**src/rtl/ibex_alu_pext_mac_seq.sv**
```systemverilog
// P-ext multiply-accumulate sequencer: rd = c +/- a*b per lane, one shared 17x17 multiplier, valid_o 3 (2x16b) or 5 (1x32b) cycles after start.
// One op in flight; start_i only taken while ready_o=1. Lane clamping and ov_o are built only with PEXT_MAC_SAT_EN defined.
module ibex_alu_pext_mac_seq #(
   parameter logic ResultHold = 1'b1
) (
   input  logic        clk_i,
   input  logic        rst_ni,
   input  logic        start_i,
   input  logic        kill_i,
   input  logic        width32_i,
   input  logic        signed_i,
   input  logic        sub_i,
   input  logic [31:0] op_a_i,
   input  logic [31:0] op_b_i,
   input  logic [31:0] op_c_i,
   output logic        ready_o,
   output logic        valid_o,
   output logic [31:0] result_o,
   output logic        ov_o
);

   typedef enum logic [1:0] {
      IDLE = 2'd0,
      MUL  = 2'd1,
      ACC  = 2'd2
   } state_e;

   state_e      state_q, state_d;
   logic [1:0]  cnt_q;
   logic [31:0] a_q, b_q, c_q;
   logic        w32_q, sgn_q, sub_q;
   logic [63:0] accum_q;
   logic [31:0] res_q;
   logic        ov_q;

   logic        launch, mul_step, last_cnt;
   logic [31:0] acc_res;
   logic        acc_ov;

   assign last_cnt = (cnt_q == (w32_q ? 2'd3 : 2'd1));

   always_ff @(posedge clk_i or negedge rst_ni) begin
      if (!rst_ni) begin
         state_q <= IDLE;
      end else begin
         state_q <= state_d;
      end
   end

   // kill_i wins over the ACC result, so valid_o is suppressed in the same cycle
   always_comb begin
      state_d  = state_q;
      ready_o  = 1'b0;
      valid_o  = 1'b0;
      launch   = 1'b0;
      mul_step = 1'b0;
      case (state_q)
         IDLE: begin
            ready_o = 1'b1;
            if (start_i) begin
               launch  = 1'b1;
               state_d = MUL;
            end
         end
         MUL: begin
            if (kill_i) begin
               state_d = IDLE;
            end else begin
               mul_step = 1'b1;
               if (last_cnt) begin
                  state_d = ACC;
               end
            end
         end
         ACC: begin
            state_d = IDLE;
            if (!kill_i) begin
               valid_o = 1'b1;
            end
         end
         default: state_d = IDLE;
      endcase
   end

   logic               a_hi, b_hi;
   logic [15:0]        a_half, b_half;
   logic signed [16:0] mul_a, mul_b;
   logic signed [33:0] prod;
   logic [63:0]        prod_ext, pp;

   // 32-bit mode sequence aL*bL, aH*bL, aL*bH, aH*bH; only high halves carry the sign there
   always_comb begin
      a_hi   = cnt_q[0];
      b_hi   = w32_q ? cnt_q[1] : cnt_q[0];
      a_half = a_hi ? a_q[31:16] : a_q[15:0];
      b_half = b_hi ? b_q[31:16] : b_q[15:0];
      mul_a  = {sgn_q & (a_hi | ~w32_q) & a_half[15], a_half};
      mul_b  = {sgn_q & (b_hi | ~w32_q) & b_half[15], b_half};
   end

   assign prod     = mul_a * mul_b;
   assign prod_ext = {{30{prod[33]}}, prod};

   always_comb begin
      case (cnt_q)
         2'd0:    pp = prod_ext;
         2'd3:    pp = prod_ext << 32;
         default: pp = prod_ext << 16;
      endcase
   end

   always_ff @(posedge clk_i or negedge rst_ni) begin
      if (!rst_ni) begin
         a_q     <= '0;
         b_q     <= '0;
         c_q     <= '0;
         w32_q   <= 1'b0;
         sgn_q   <= 1'b0;
         sub_q   <= 1'b0;
         cnt_q   <= '0;
         accum_q <= '0;
      end else if (launch) begin
         a_q     <= op_a_i;
         b_q     <= op_b_i;
         c_q     <= op_c_i;
         w32_q   <= width32_i;
         sgn_q   <= signed_i;
         sub_q   <= sub_i;
         cnt_q   <= 2'd0;
         accum_q <= '0;
      end else if (mul_step) begin
         cnt_q <= cnt_q + 2'd1;
         if (w32_q) begin
            accum_q <= accum_q + pp;
         end else if (cnt_q[0]) begin
            accum_q[63:32] <= prod[31:0];
         end else begin
            accum_q[31:0] <= prod[31:0];
         end
      end
   end

   function automatic logic [33:0] add_sub(input logic [33:0] x, input logic [33:0] y,
                                           input logic do_sub);
      return do_sub ? (x - y) : (x + y);
   endfunction

   logic [33:0] s_lo, s_hi, s_w;

   // all sums at 34 bits so neither the unsigned borrow nor the signed overflow is lost
   assign s_lo = add_sub({{18{sgn_q & c_q[15]}}, c_q[15:0]},
                         {{2{sgn_q & accum_q[31]}}, accum_q[31:0]}, sub_q);
   assign s_hi = add_sub({{18{sgn_q & c_q[31]}}, c_q[31:16]},
                         {{2{sgn_q & accum_q[63]}}, accum_q[63:32]}, sub_q);
   assign s_w  = add_sub({{2{sgn_q & c_q[31]}}, c_q},
                         {{2{sgn_q & accum_q[63]}}, accum_q[63:32]}, sub_q);

`ifdef PEXT_MAC_SAT_EN
   function automatic logic [16:0] sat16(input logic [33:0] s, input logic sgn);
      logic [16:0] r;
      r = {1'b0, s[15:0]};
      if (sgn) begin
         if (!s[33] && (|s[32:15])) begin
            r = {1'b1, 16'h7FFF};
         end else if (s[33] && !(&s[32:15])) begin
            r = {1'b1, 16'h8000};
         end
      end else begin
         if (s[33]) begin
            r = {1'b1, 16'h0000};
         end else if (|s[32:16]) begin
            r = {1'b1, 16'hFFFF};
         end
      end
      return r;
   endfunction

   function automatic logic [32:0] sat32(input logic [33:0] s, input logic sgn);
      logic [32:0] r;
      r = {1'b0, s[31:0]};
      if (sgn) begin
         if (!s[33] && (|s[32:31])) begin
            r = {1'b1, 32'h7FFF_FFFF};
         end else if (s[33] && !(&s[32:31])) begin
            r = {1'b1, 32'h8000_0000};
         end
      end else begin
         if (s[33]) begin
            r = {1'b1, 32'h0000_0000};
         end else if (s[32]) begin
            r = {1'b1, 32'hFFFF_FFFF};
         end
      end
      return r;
   endfunction

   logic [16:0] lane0, lane1;
   logic [32:0] word;

   assign lane0   = sat16(s_lo, sgn_q);
   assign lane1   = sat16(s_hi, sgn_q);
   assign word    = sat32(s_w, sgn_q);
   assign acc_res = w32_q ? word[31:0] : {lane1[15:0], lane0[15:0]};
   assign acc_ov  = w32_q ? word[32] : (lane0[16] | lane1[16]);
`else
   logic unused_sum_hi;

   assign acc_res       = w32_q ? s_w[31:0] : {s_hi[15:0], s_lo[15:0]};
   assign acc_ov        = 1'b0;
   assign unused_sum_hi = ^{s_lo[33:16], s_hi[33:16], s_w[33:32]};
`endif

   always_ff @(posedge clk_i or negedge rst_ni) begin
      if (!rst_ni) begin
         res_q <= '0;
         ov_q  <= 1'b0;
      end else if (valid_o) begin
         res_q <= acc_res;
         ov_q  <= acc_ov;
      end
   end

   always_comb begin
      result_o = '0;
      ov_o     = 1'b0;
      if (valid_o) begin
         result_o = acc_res;
         ov_o     = acc_ov;
      end else if (ResultHold) begin
         result_o = res_q;
         ov_o     = ov_q;
      end
   end

endmodule

```
**config.mk**
```make
export PLATFORM = sky130hd
export DESIGN_NAME = ibex_alu_pext_mac_seq
export DESIGN_NICKNAME = d
export VERILOG_FILES = /design/src/rtl/ibex_alu_pext_mac_seq.sv
export SDC_FILE = /design/constraint.sdc
export NUM_CORES = 1
export LEC_CHECK = 0
export CELL_PAD_IN_SITES_DETAIL_PLACEMENT = 2
export CELL_PAD_IN_SITES_GLOBAL_PLACEMENT = 2
export CORE_ASPECT_RATIO = 0.9
export CORE_MARGIN = 5
export CORE_UTILIZATION = 35
export CTS_CLUSTER_DIAMETER = 200
export DETAILED_ROUTE_END_ITERATION = 8
export PLACE_DENSITY_LB_ADDON = 0.2
export REMOVE_ABC_BUFFERS = 1
export SLEW_MARGIN = 5
export SYNTH_ARGS = -nofsm -noshare
export SYNTH_HDL_FRONTEND = slang
export SYNTH_SLANG_ARGS = --single-unit
export TNS_END_PERCENT = 20
```
**constraint.sdc**
```tcl
create_clock -name clk_i -period 10 [get_ports clk_i]
set_input_delay 1 -clock clk_i [delete_from_list [all_inputs] [get_ports clk_i]]
set_output_delay 1 -clock clk_i [all_outputs]
set_load 0.005 [all_outputs]
```
==> impl_summary.md <==
Synth
The synthesized design contains 200 register bits. Synthesis instantiated 80 different standard cells from the library. The leading area contributor after synthesis is sky130_fd_sc_hd__fa_1.

Sorting the synthesized cells by area gives the leading types as sky130_fd_sc_hd__fa_1 22%, sky130_fd_sc_hd__dfrtp_1 18%, sky130_fd_sc_hd__ha_1 9.8%, sky130_fd_sc_hd__nand2_1 8.5%, sky130_fd_sc_hd__inv_1 5.5%. After synthesis the cells add up to approximately 0.027 mm². The count of synthesis-stage warnings from yosys is 0. The instance count of the mapped netlist is between 3000 and 4000. The async set-reset flop share out of synthesis is between 90% and 100%. In this run, synthesis inferred 0 flip-flops with an integrated enable. The most used flip-flop cell after synthesis is sky130_fd_sc_hd__dfrtp_1. In the synthesized netlist, the cells that appear most often are 617 x sky130_fd_sc_hd__nand2_1, 402 x sky130_fd_sc_hd__inv_1, 300 x sky130_fd_sc_hd__fa_1. For this run, the register share of the synthesized area comes to a little under a fifth. The most instantiated library cell after synthesis is sky130_fd_sc_hd__nand2_1. Each instance of the synthesized netlist takes up on average ~8 µm².

The share of the synthesized area in the top cell type is between 20% and 30%.

Setup path
The critical path is of the reg -> reg type. The slowest stage of the critical path belongs to the cell sky130_fd_sc_hd__fa_1. STA classifies the critical path startpoint as a flip-flop. The worst setup path is captured at a flip-flop. At the worst endpoint, the required time is 10.44 ns. The depth of the worst register-to-register path is 44.

The arrival time of the worst setup path is 10.88 ns. The maximum fanout encountered on the critical timing path is 8. The most numerous cell on the critical path is sky130_fd_sc_hd__fa_1. The delay contributed by the slowest stage of the critical path is 0.55 ns.

Timing
The least setup slack across all paths after layout is -0.4346 ns. The final clock skew is ~0.019 ns. The number of failing hold endpoints at the final stage is 0. At the pin with the least slew margin, the transition time is 1.284 ns. In the finished design, the share of the clock period the worst path needs comes to 104.3%. The maximum operating frequency is roughly 96 MHz. The relative slew slack is 14.41%. Setup repair after global routing could not meet its margin everywhere. The total count of max-transition violations in the final report is 0. The minimum clock period after layout is 10.43 ns. The count of endpoints failing setup in the final report is 25.

CTS
The clock tree buffer depth is 2. Counting the buffers created by CTS gives 17. The hold buffer count at cts is 0. After clock tree synthesis, the clock-pin slew on the worst setup and hold paths is about 0.1 ns. The maximum level of the CTS H-tree is 4. The clock root buffer master is sky130_fd_sc_hd__clkbuf_16. The number of clock sinks seen by CTS is 200. The TritonCTS clock tree is built. Clock latency on the worst-skew pair, taken at its later pin, is between 0.5 and 0.6 ns.

Floorplan
Pin placement for this block handled around 140 I/O pins. The floorplan has 97 rows. In this run the vertical extent of the chip is between 200 and 300 µm. From left edge to right edge, the die measures just over 300 µm. The placeable core region is a little under 0.08 mm². The initial utilization of the core area, before any placement, comes to roughly a third. The floorplan step defined a die boundary enclosing approximately 0.084 mm².

Route
The number of routed nets with antenna violations is 0. After the first detailed-routing iteration, the DRC count stood at between 1500 and 2000. Detailed routing inserted a total of about 27000 vias. The first TritonRoute pass finished after 5 iterations. The post-detailed-routing wire length is roughly 130000 µm. Dividing the detail-routed wire length by the instance count gives ~27 µm.

The post-detailed-route via-to-cell ratio is 5.495. After detailed routing, the number of remaining DRC violations is 0.

Job
The number of max-cap violations is 0.

Final layout
The final core area utilization is between 40% and 50%. For this run, the post-layout net count is 4508. The number of filler cells placed in the layout is 8639. The ratio of cells with drive above 1 in the final layout is between 15 and 20%.

Relative to the synthesized area, the layout overhead comes to 29.28%.

Hold path
The kind of path behind the tightest hold check is in -> async.

Placed design
Before CTS, the worst setup slack after placement is -1.075 ns. The HPWL after detailed placement is around 100000 µm. The congestion estimate from routability-driven global placement came to 0.9569.

The count of input and output buffers is 137.

Outcome
The flow ran to the end, but the final reports show violations. The checks that failed: setup timing.

Global route
The largest net degree at the start of global routing is around 120. The number of global-route vias before repair is roughly 31000. The total track usage is 30.01%. The initial antenna violation count is 8. The global-route wire length before repair is 190200 µm.

For this run the aggregate overflow at the end of global routing stands at 0.
flip-flops by register name (all words and copies together) (netlist names):
name	count
accum_q	64
a_q	32
b_q	32
c_q	32
res_q	32
cnt_q	2
state_q	2
ov_q	1
sgn_q	1
sub_q	1
w32_q	1
per-layer routing:
metal | routed length (µm) | part of all wire [%] | global-route usage, %
met1 | 58730 | 45 | 40.86
met2 | 61450 | 47 | 48.91
met3 | 8618 | 6.5 | 6.720
met4 | 3111 | 2.4 | 7.571
met5 | 27 | 0.020 | 0
final timing paths:
kind,startpoint,slack (ns),end
max,w32_q,-0.43,accum_q[61]
min,rst_ni,0.47,ov_q
max reg2reg,w32_q,-0.43,accum_q[61]
min reg2reg,ov_q,0.49,ov_q
max in group asynchronous,rst_ni,8.07,a_q[15]
min in group clk_i,ov_q,0.49,ov_q
through the flow:
stage	std cells	hold slack, ns	setup TNS, ns	instance area, µm²
after floorplan	3221	0.4401	-107.23	26770
after global placement	4846	0.4693	-7.214	32990
after detailed placement	4846	0.4708	-16.60	32990
after CTS	4907	0.4760	-0.4216	34460
after global routing	4943	0.5124	-10.71	35230
final	4944	0.4691	-5.279	35230
repair_timing:
| item | in CTS | in global routing |
|---|---|---|
| setup endpoints to repair | 31 | 37 |
| buffers inserted | 29 | 37 |
| pin swaps | 63 | 107 |
| gates cloned | 1 | 1 |
| gates resized for setup | 152 | 129 |
| endpoints found under the hold margin | 0 | 0 |
critical path: cells and delay by family (launching register included):
| kind | cells | cell delay, ns |
|---|---|---|
| buf+inv | 12 | 1.54 |
| simple gates | 6 | 0.89 |
| flops | 1 | 0.52 |
| mux | 2 | 0.64 |
| xor+xnor | 1 | 0.55 |
| compound gates | 15 | 2.68 |
| fa+ha+maj | 8 | 3.52 |
cells in the final DEF (no fill, tap or decap), types with 21 or more instances in the layout:
| master | count |
|---|---|
| sky130_fd_sc_hd__a21o_1 | 66 |
| sky130_fd_sc_hd__nor3_1 | 29 |
| sky130_fd_sc_hd__a211oi_1 | 21 |
| sky130_fd_sc_hd__nand3_1 | 53 |
| sky130_fd_sc_hd__o21ai_0 | 161 |
| sky130_fd_sc_hd__clkdlybuf4s50_1 | 136 |
| sky130_fd_sc_hd__xnor2_1 | 135 |
| sky130_fd_sc_hd__inv_2 | 24 |
| sky130_fd_sc_hd__buf_6 | 28 |
| sky130_fd_sc_hd__ha_1 | 190 |
| sky130_fd_sc_hd__mux2i_1 | 43 |
| sky130_fd_sc_hd__nor2_1 | 292 |
| sky130_fd_sc_hd__o21ai_1 | 21 |
| sky130_fd_sc_hd__xor2_1 | 48 |
| sky130_fd_sc_hd__nand2_1 | 604 |
| sky130_fd_sc_hd__fa_1 | 280 |
| sky130_fd_sc_hd__buf_4 | 466 |
| sky130_fd_sc_hd__a31oi_1 | 23 |
| sky130_fd_sc_hd__dfrtp_1 | 198 |
| sky130_fd_sc_hd__a21oi_2 | 22 |
| sky130_fd_sc_hd__and2_1 | 24 |
| sky130_fd_sc_hd__inv_1 | 377 |
| sky130_fd_sc_hd__a21oi_1 | 200 |
cell families after synthesis:
family	synth area share (%)
flip-flops	18.36
buffers and inverters	7.323
AND/OR/NAND/NOR	18.11
multiplexers	3.053
XOR/XNOR	6.074
AO/OA/AOI/OAI	15.21
adder cells (fa/ha/maj)	31.86
final cells by class:
cell class,instances,area [µm²],area share (%)
Clock buffer,17,425.4,1.207
Tap cell,1039,1300,3.690
Inverter,403,1518,4.308
Multi-Input combinational cell,2618,21190,60.14
Clock inverter,15,212.7,0.6037
Timing Repair Buffer,651,5575,15.82
Sequential cell,200,5010,14.22
Antenna cell,1,2.502,0.007103
Power is left out: the tool's default activity adds up to more than one toggle a clock period on the data nets, which glitch-free logic cannot reach.
